`src/rtl/text_arb_pkg.sv`:
```
// Shared types for the text-memory arbiter: word-address type, grant owner
// encoding and starvation counter width.
package text_arb_pkg;

    localparam int TEXT_BITS = 14;
    localparam int WORD_BITS = TEXT_BITS - 2;
    localparam int STARVE_W  = 4;

    typedef logic [WORD_BITS-1:0] word_addr_t;

    // Who owns the access granted this cycle; FETCH_BUF means the fetch was
    // served from the one-entry buffer instead of the memory port.
    typedef enum logic [1:0] {
        NONE      = 2'd0,
        FETCH     = 2'd1,
        DATA      = 2'd2,
        FETCH_BUF = 2'd3
    } owner_e;

endpackage

```
`src/rtl/text_arb_fetch_buffer.sv`:
```
// One-entry fetch buffer: remembers the last word fetched through the memory
// port so a repeated fetch can be served while data uses the port.
module text_arb_fetch_buffer
    import text_arb_pkg::*;
(
    input  logic        clock,
    input  logic        reset,
    input  word_addr_t  lookup_addr,
    output logic        hit,
    output logic [31:0] word,
    input  logic        fill_en,
    input  word_addr_t  fill_addr,
    input  logic [31:0] fill_word
);

    logic        valid_reg;
    word_addr_t  tag_reg;
    logic [31:0] word_reg;

    // Lookup is purely combinational so the arbiter can grant in the same cycle.
    always_comb begin
        hit  = valid_reg && (tag_reg == lookup_addr);
        word = word_reg;
    end

    // Fill on every memory-port fetch grant.
    always_ff @(posedge clock or posedge reset) begin
        if (reset) begin
            valid_reg <= 1'b0;
            tag_reg   <= '0;
            word_reg  <= '0;
        end else if (fill_en) begin
            valid_reg <= 1'b1;
            tag_reg   <= fill_addr;
            word_reg  <= fill_word;
        end
    end

endmodule

```
`src/rtl/text_memory_arbiter.sv`:
```
// Arbitrates the single text-memory read port between instruction fetch and
// data loads. Data normally wins; fetch is forced through after STARVE_LIMIT
// lost cycles. Define TEXT_ARB_FETCH_BUFFER_EN to add a one-entry fetch
// buffer that lets a repeated fetch complete alongside a data access.
module text_memory_arbiter
    import text_arb_pkg::*;
#(
    parameter int STARVE_LIMIT = 4
)(
    input  logic        clock,
    input  logic        reset,
    input  logic        fetch_req,
    input  word_addr_t  fetch_addr,
    output logic        fetch_gnt,
    output logic        fetch_rvalid,
    output logic [31:0] fetch_rdata,
    input  logic        data_req,
    input  word_addr_t  data_addr,
    output logic        data_gnt,
    output logic        data_rvalid,
    output logic [31:0] data_rdata,
    output word_addr_t  mem_address,
    input  logic [31:0] mem_q
);

    localparam logic [STARVE_W-1:0] LIMIT = STARVE_W'(STARVE_LIMIT);

    logic [STARVE_W-1:0] starve_cnt_reg, starve_cnt_next;
    owner_e              owner_reg, owner_next;
    logic                data_pend_reg;
    logic [31:0]         fetch_rdata_reg;
    logic [31:0]         data_rdata_reg;
    logic                buf_hit;
    logic [31:0]         buf_word;

`ifdef TEXT_ARB_FETCH_BUFFER_EN
    logic lookup_hit;

    text_arb_fetch_buffer u_fetch_buffer (
        .clock       (clock),
        .reset       (reset),
        .lookup_addr (fetch_addr),
        .hit         (lookup_hit),
        .word        (buf_word),
        .fill_en     (owner_next == FETCH),
        .fill_addr   (fetch_addr),
        .fill_word   (mem_q)
    );

    assign buf_hit = fetch_req && lookup_hit;
`else
    assign buf_hit  = 1'b0;
    assign buf_word = '0;
`endif

    // Grant decision: buffer hit frees the port for data; otherwise data wins
    // a conflict unless fetch has starved for STARVE_LIMIT cycles.
    always_comb begin
        fetch_gnt  = 1'b0;
        data_gnt   = 1'b0;
        owner_next = NONE;
        if (!reset) begin
            if (buf_hit) begin
                fetch_gnt = 1'b1;
                data_gnt  = data_req;
            end else if (fetch_req && data_req) begin
                if (starve_cnt_reg == LIMIT) fetch_gnt = 1'b1;
                else                         data_gnt  = 1'b1;
            end else begin
                fetch_gnt = fetch_req;
                data_gnt  = data_req;
            end
            if (buf_hit)        owner_next = FETCH_BUF;
            else if (fetch_gnt) owner_next = FETCH;
            else if (data_gnt)  owner_next = DATA;
        end
    end

    // Port address follows the data side only when data actually owns it.
    assign mem_address = data_gnt ? data_addr : fetch_addr;

    // Starvation counter: counts consecutive cycles a pending fetch lost.
    always_comb begin
        starve_cnt_next = starve_cnt_reg;
        if (!fetch_req || fetch_gnt)  starve_cnt_next = '0;
        else if (starve_cnt_reg < LIMIT) starve_cnt_next = starve_cnt_reg + 1'b1;
    end

    // Capture read data at the granting edge; rvalid follows one cycle later.
    always_ff @(posedge clock or posedge reset) begin
        if (reset) begin
            starve_cnt_reg  <= '0;
            owner_reg       <= NONE;
            data_pend_reg   <= 1'b0;
            fetch_rdata_reg <= '0;
            data_rdata_reg  <= '0;
        end else begin
            starve_cnt_reg <= starve_cnt_next;
            owner_reg      <= owner_next;
            data_pend_reg  <= data_gnt;
            if (owner_next == FETCH)     fetch_rdata_reg <= mem_q;
            if (owner_next == FETCH_BUF) fetch_rdata_reg <= buf_word;
            if (data_gnt)                data_rdata_reg  <= mem_q;
        end
    end

    // Registered owner selects the fetch response; data may ride alongside a
    // buffer hit, so its response is tracked by its own flag.
    assign fetch_rvalid = (owner_reg == FETCH) || (owner_reg == FETCH_BUF);
    assign data_rvalid  = data_pend_reg;
    assign fetch_rdata  = fetch_rdata_reg;
    assign data_rdata   = data_rdata_reg;

endmodule
```
`config.mk`:
```
export PLATFORM = sky130hd
export DESIGN_NAME = text_memory_arbiter
export DESIGN_NICKNAME = d
export VERILOG_FILES = /design/src/rtl/text_arb_pkg.sv /design/src/rtl/text_arb_fetch_buffer.sv /design/src/rtl/text_memory_arbiter.sv
export SDC_FILE = /design/constraint.sdc
export NUM_CORES = 1
export LEC_CHECK = 0
export ABC_CLOCK_PERIOD_IN_PS = 3200
export CORE_MARGIN = 1.5
export CORE_UTILIZATION = 36
export DETAILED_ROUTE_END_ITERATION = 8
export GPL_TIMING_DRIVEN = 1
export PLACE_DENSITY = 0.76
export SETUP_SLACK_MARGIN = 0.3
export SLEW_MARGIN = 20
export SYNTH_ARGS = -nofsm -noshare
export SYNTH_HDL_FRONTEND = slang
export SYNTH_SLANG_ARGS = --single-unit
```
`constraint.sdc`:
```
create_clock -name clock -period 3.2 [get_ports clock]
set_input_delay 0.48 -clock clock [delete_from_list [all_inputs] [get_ports clock]]
set_output_delay 0.48 -clock clock [all_outputs]
set_load 0.03 [all_outputs]
```
; After elaboration in Yosys (flattened, before gate mapping)
; Index checks and enable logic that the tools add are counted.
[word_totals]
regBits = 71
output_inout_bits = 80
wordCells = 34
inputBits = 60
[op_classes]
n_reduce_logical = 6
n_mux = 16
n_addsub = 1
magnitude_cmp = 1
n_eq_ne = 5
[ops]
columns = operator, n
row1 = $mux W32, 2
row2 = $mux W12, 1
row3 = $mux W1, 8
row4 = $mux W4, 2
row5 = $mux W2, 3
row6 = $add A4 B1 Y4 const B, 1
row7 = $eq A2 B1 Y1 const B, 2
row8 = $eq A2 B2 Y1 const B, 2
row9 = $eq A4 B3 Y1 const B, 1
row10 = $lt A4 B3 Y1 const B, 1
row11 = $reduce_bool A2 Y1, 2
row12 = $logic_or A1 B1 Y1, 2
row13 = $logic_and A1 B1 Y1, 1
row14 = $logic_not A1 Y1, 1

; Logic depth before layout (Yosys ltp)
[logic_depth]
ltp_word = 10
depth_mapped = 7
mapped_depth_nobuf = 5

; Worst setup path after synthesis
; OpenSTA, ideal clock, no wires.
[synth_timing]
kind = input -> output
from = input port reset
to = output port mem_address[4]
path_slack_ns = -0.287
arrival_time_ns = 3.007
t_required_ns = 2.720
cell_stages = 5
path_buffers = 2
cell_sequence = inv_1 -> o211a_1 -> buf_6 -> buf_6 -> mux2_1
[synth_via]
elab_chain_len = 2
[synth_rtl]
columns = element, line_no
row1 = "start, declared", text_memory_arbiter.sv:11  ; input logic reset,
row2 = $mux W1, text_memory_arbiter.sv:62  ; if (!reset) begin
row3 = $mux W12, text_memory_arbiter.sv:80  ; assign mem_address = data_gnt ? data_addr : fetch_addr;
row4 = "end, declared", text_memory_arbiter.sv:22  ; output word_addr_t mem_address,
; No other way between the ends.

; Worst setup path after layout
[layout_timing]
from = input port reset
to = output port mem_address[9]
; The elaborated chain is that of the path after synthesis.

==> results.cfg <==
[run_status]
status = finished, final reports clean

[setup_path]
worstPathMaxFanout = 10
critical_path.most_common_cell = buf_4
timing.critical_path.slowest_stage_cell = clkdlybuf4s50_1
r2r.worst_path.cells = 7
critical_path_required_ns = 2.72
critical_path_arrival_ns = 2.23
cp-end-kind = output port
critical_path_class = in2out
critical-path-max-stage-delay_ns = 0.53
reg2reg_to = data_rdata[20]
timing.critical_path.from_type = input pin
path_cells = clkdlybuf4s50_1 > clkinvlp_4 > o211a_2 > buf_4 > mux2_2 > buf_4
reg2reg_setup_slack_ns = 1.09
beginning_of_the_worst_register_to_register_path = starve_cnt_reg[0]

[floorplan]
io_pins = 140
placeable_area_sq_um = 7690
initial_core_util = 0.371
floorplan.die.height_microns = 92
design.die.area_sq_um = 8460
row_count = 32
fp.dieW_microns = 92

[cts]
post-cts-setup-buffers = 0
clockBufferDepth = 2
cts_buffers = 9
cts.root.buffer_cell = clkbuf_8
postCtsResizedCells = 0
clock_latency_on_the_worst_skew_pair_ns = 0.32
cts_tree = built
numClockSinks = 70
htree_num_levels = 3
cts.clk_slew.worst_paths_ns = 0.07
ctsHoldBuffers = 0

[route]
avgViaCountPerCell = 4.54
drt_iter0_markers = 60
met3_wirelength_microns = 500
met1Wirelength_microns = 2600
drt_drc_violations_left = 0
num_vias = 1941
drt.antenna.violating_nets = 0
average_wire_length_per_cell_after_detail_routing_microns = 14.8
top_metal_used = met4
route.met2.wl_microns = 3210
first_pass_iters = 4
drt-total-wl_microns = 6330

[timing]
max_slew_margin = 0.422
worst_pin_slew_ns = 0.868
period_needed_ns = 2.71
final-hold-violation-count = 0
fin_worst_skew_ns = 0.0122
layout_setup_ws_ns = 0.488
drv_slew = 0
setup-violations-final = 0
fmaxAchievable_mhz = 369
setup_repair_after_global_routing_missed_its_margin = no
post-route-period-util = 0.848
finalSetupTns_ns = 0

[cells_and_area]
syn2layout_area_growth_pct = 56.3
finalCoreUtilization = 0.580
n_antenna_cell = 0
ratio_of_cells_with_drive_above_1_in_the_final_layout = 0.331
nets = 383

[grt]
grt_antenna_before_repair = 0
grt_start_max_net_pins = 71
wire_length_of_the_first_global_routing_pass_microns = 10200
globalRoute.totalOverflow = 0
vias_in_the_first_global_route = 2085
grt_usage = 0.155

[yosys]
syn_inst = 175
yosysUniqueCellTypes = 15
netlist_area_sq_um = 2850
synth.ff_latch_count = 70
synth.avg_cell_area_sq_um = 16.3
synth-warning-count = 0
synthXorXnorAreaFrac = 0.00307
largest_family_of_logic_cells_by_synthesized_area = multiplexers
synth_simple_gate_area_frac = 0.0167
share_of_synthesized_area_spent_on_multiplexers = 0.304
synth_fa_ha_area_frac = 0.00878
mappedNetlistNets = 237
synth_compound_gate_area_share = 0.0140
synth_seq_area_share = 0.614

[min_path]
tightest_hold_check_type = reg2reg
worstHoldPathCells = 1
worstHoldStart = fetch_rdata[6]
min_delay_worst_endpoint = fetch_rdata[6]

[job]
maxCapViolCount = 0

[power_and_ir_drop]
power.density_nw_per_um2 = 595
static-leakage-power_nw = 1.85
vdd_ir_drop_max_v = 0.000367

[placed_design]
dp_worst_setup_slack_ns = 0.463
dp_hpwl_microns = 4560
place.gp.congestion = 0.737
number_of_input_and_output_port_buffers_inserted = 139
## power breakdown
group	internal [mW]	leakage, nW	switching, mW
sequential	1.03	0.834	0.0727
combinational	0.452	0.934	0.490
clock	0.299	0.0861	0.304
## cells in the mapped netlist
| cell | count | area [sq um] |
|---|---|---|
| ha_1 | 2 | 25.0 |
| dfrtp_1 | 70 | 1750 |
| mux2i_1 | 1 | 10.0 |
| xnor2_1 | 1 | 8.76 |
| nor2_1 | 2 | 7.51 |
| mux2_1 | 7 | 78.8 |
| mux2_2 | 69 | 777 |
| clkbuf_1 | 1 | 3.75 |
| nand3b_4 | 1 | 20.0 |
| a21oi_1 | 2 | 10.0 |
| a211oi_4 | 1 | 20.0 |
| o211a_1 | 1 | 10.0 |
| nor3_1 | 4 | 20.0 |
| buf_6 | 8 | 90.1 |
| inv_1 | 5 | 18.8 |
## how the worst max path moves through the flow
stage	to	startpoint	depth (start not counted)
finish	mem_address[9]	reset	6
floorplan	mem_address[0]	reset	5
global placement	data_gnt	reset	4
global route	mem_address[8]	starve_cnt_reg[0]	7
detailed placement	mem_address[10]	reset	6
CTS	mem_address[10]	reset	6
## layout by cell type (no fill, tap or decap), drive strengths merged
| cell | n |
|---|---|
| clkinvlp | 2 |
| clkinv | 3 |
| nand3b | 1 |
| a211oi | 1 |
| clkbuf | 12 |
| ha | 2 |
| mux2i | 1 |
| clkdlybuf4s50 | 127 |
| a21oi | 2 |
| nor3 | 4 |
| nor2 | 2 |
| mux2 | 76 |
| dfrtp | 70 |
| o211a | 1 |
| xnor2 | 1 |
| buf | 17 |
| inv | 4 |
## worst max-delay path, delay by kind of cell
kind	cells	cell delay, ns
AOI/OAI and AO/OA	1	0.33
muxes	1	0.35
buffers and inverters	4	1.07
## layer usage
layer / track usage / vias to the layer above
li1: - / 909
met1: 0.189 / 963
met2: 0.257 / 67
met3: 0.0647 / 2
met4: 0.0346 / 0
met5: 0 / -
## per-stage QoR
| step | hold WS (ns) | std cells | power (mW) | area, sq um |
|---|---|---|---|---|
| finish | 0.489 | 428 | 2.65 | 4460 |
| CTS | 0.494 | 428 | 2.69 | 4460 |
| floorplan | 0.516 | 175 | 1.64 | 2860 |
| detailed placement | 0.478 | 412 | 2.07 | 4290 |
| global route | 0.521 | 428 | 2.78 | 4460 |
| global placement | 0.468 | 412 | 2.06 | 4290 |
## cells by family (layout without fill, tap and decap cells)
family | Yosys count | in the layout
AOI/OAI and AO/OA | 4 | 4
xor gates and xnor gates | 1 | 1
adders and majority gates | 2 | 2
buffers and inverters | 14 | 165
DFF | 70 | 70
muxes | 77 | 77
and+or+nand+nor | 7 | 7
## layout make-up
cell class                 count  area, sq um
inverter                       5         22.5
clock inverter                 4         22.5
tap                          102          128
multi-input combinational     91          987
sequential                    70         1750
timing repair buffer         144         1400
clock buffer                  12          145
fill                         666         3230
(Power assumes the default switching activity.)
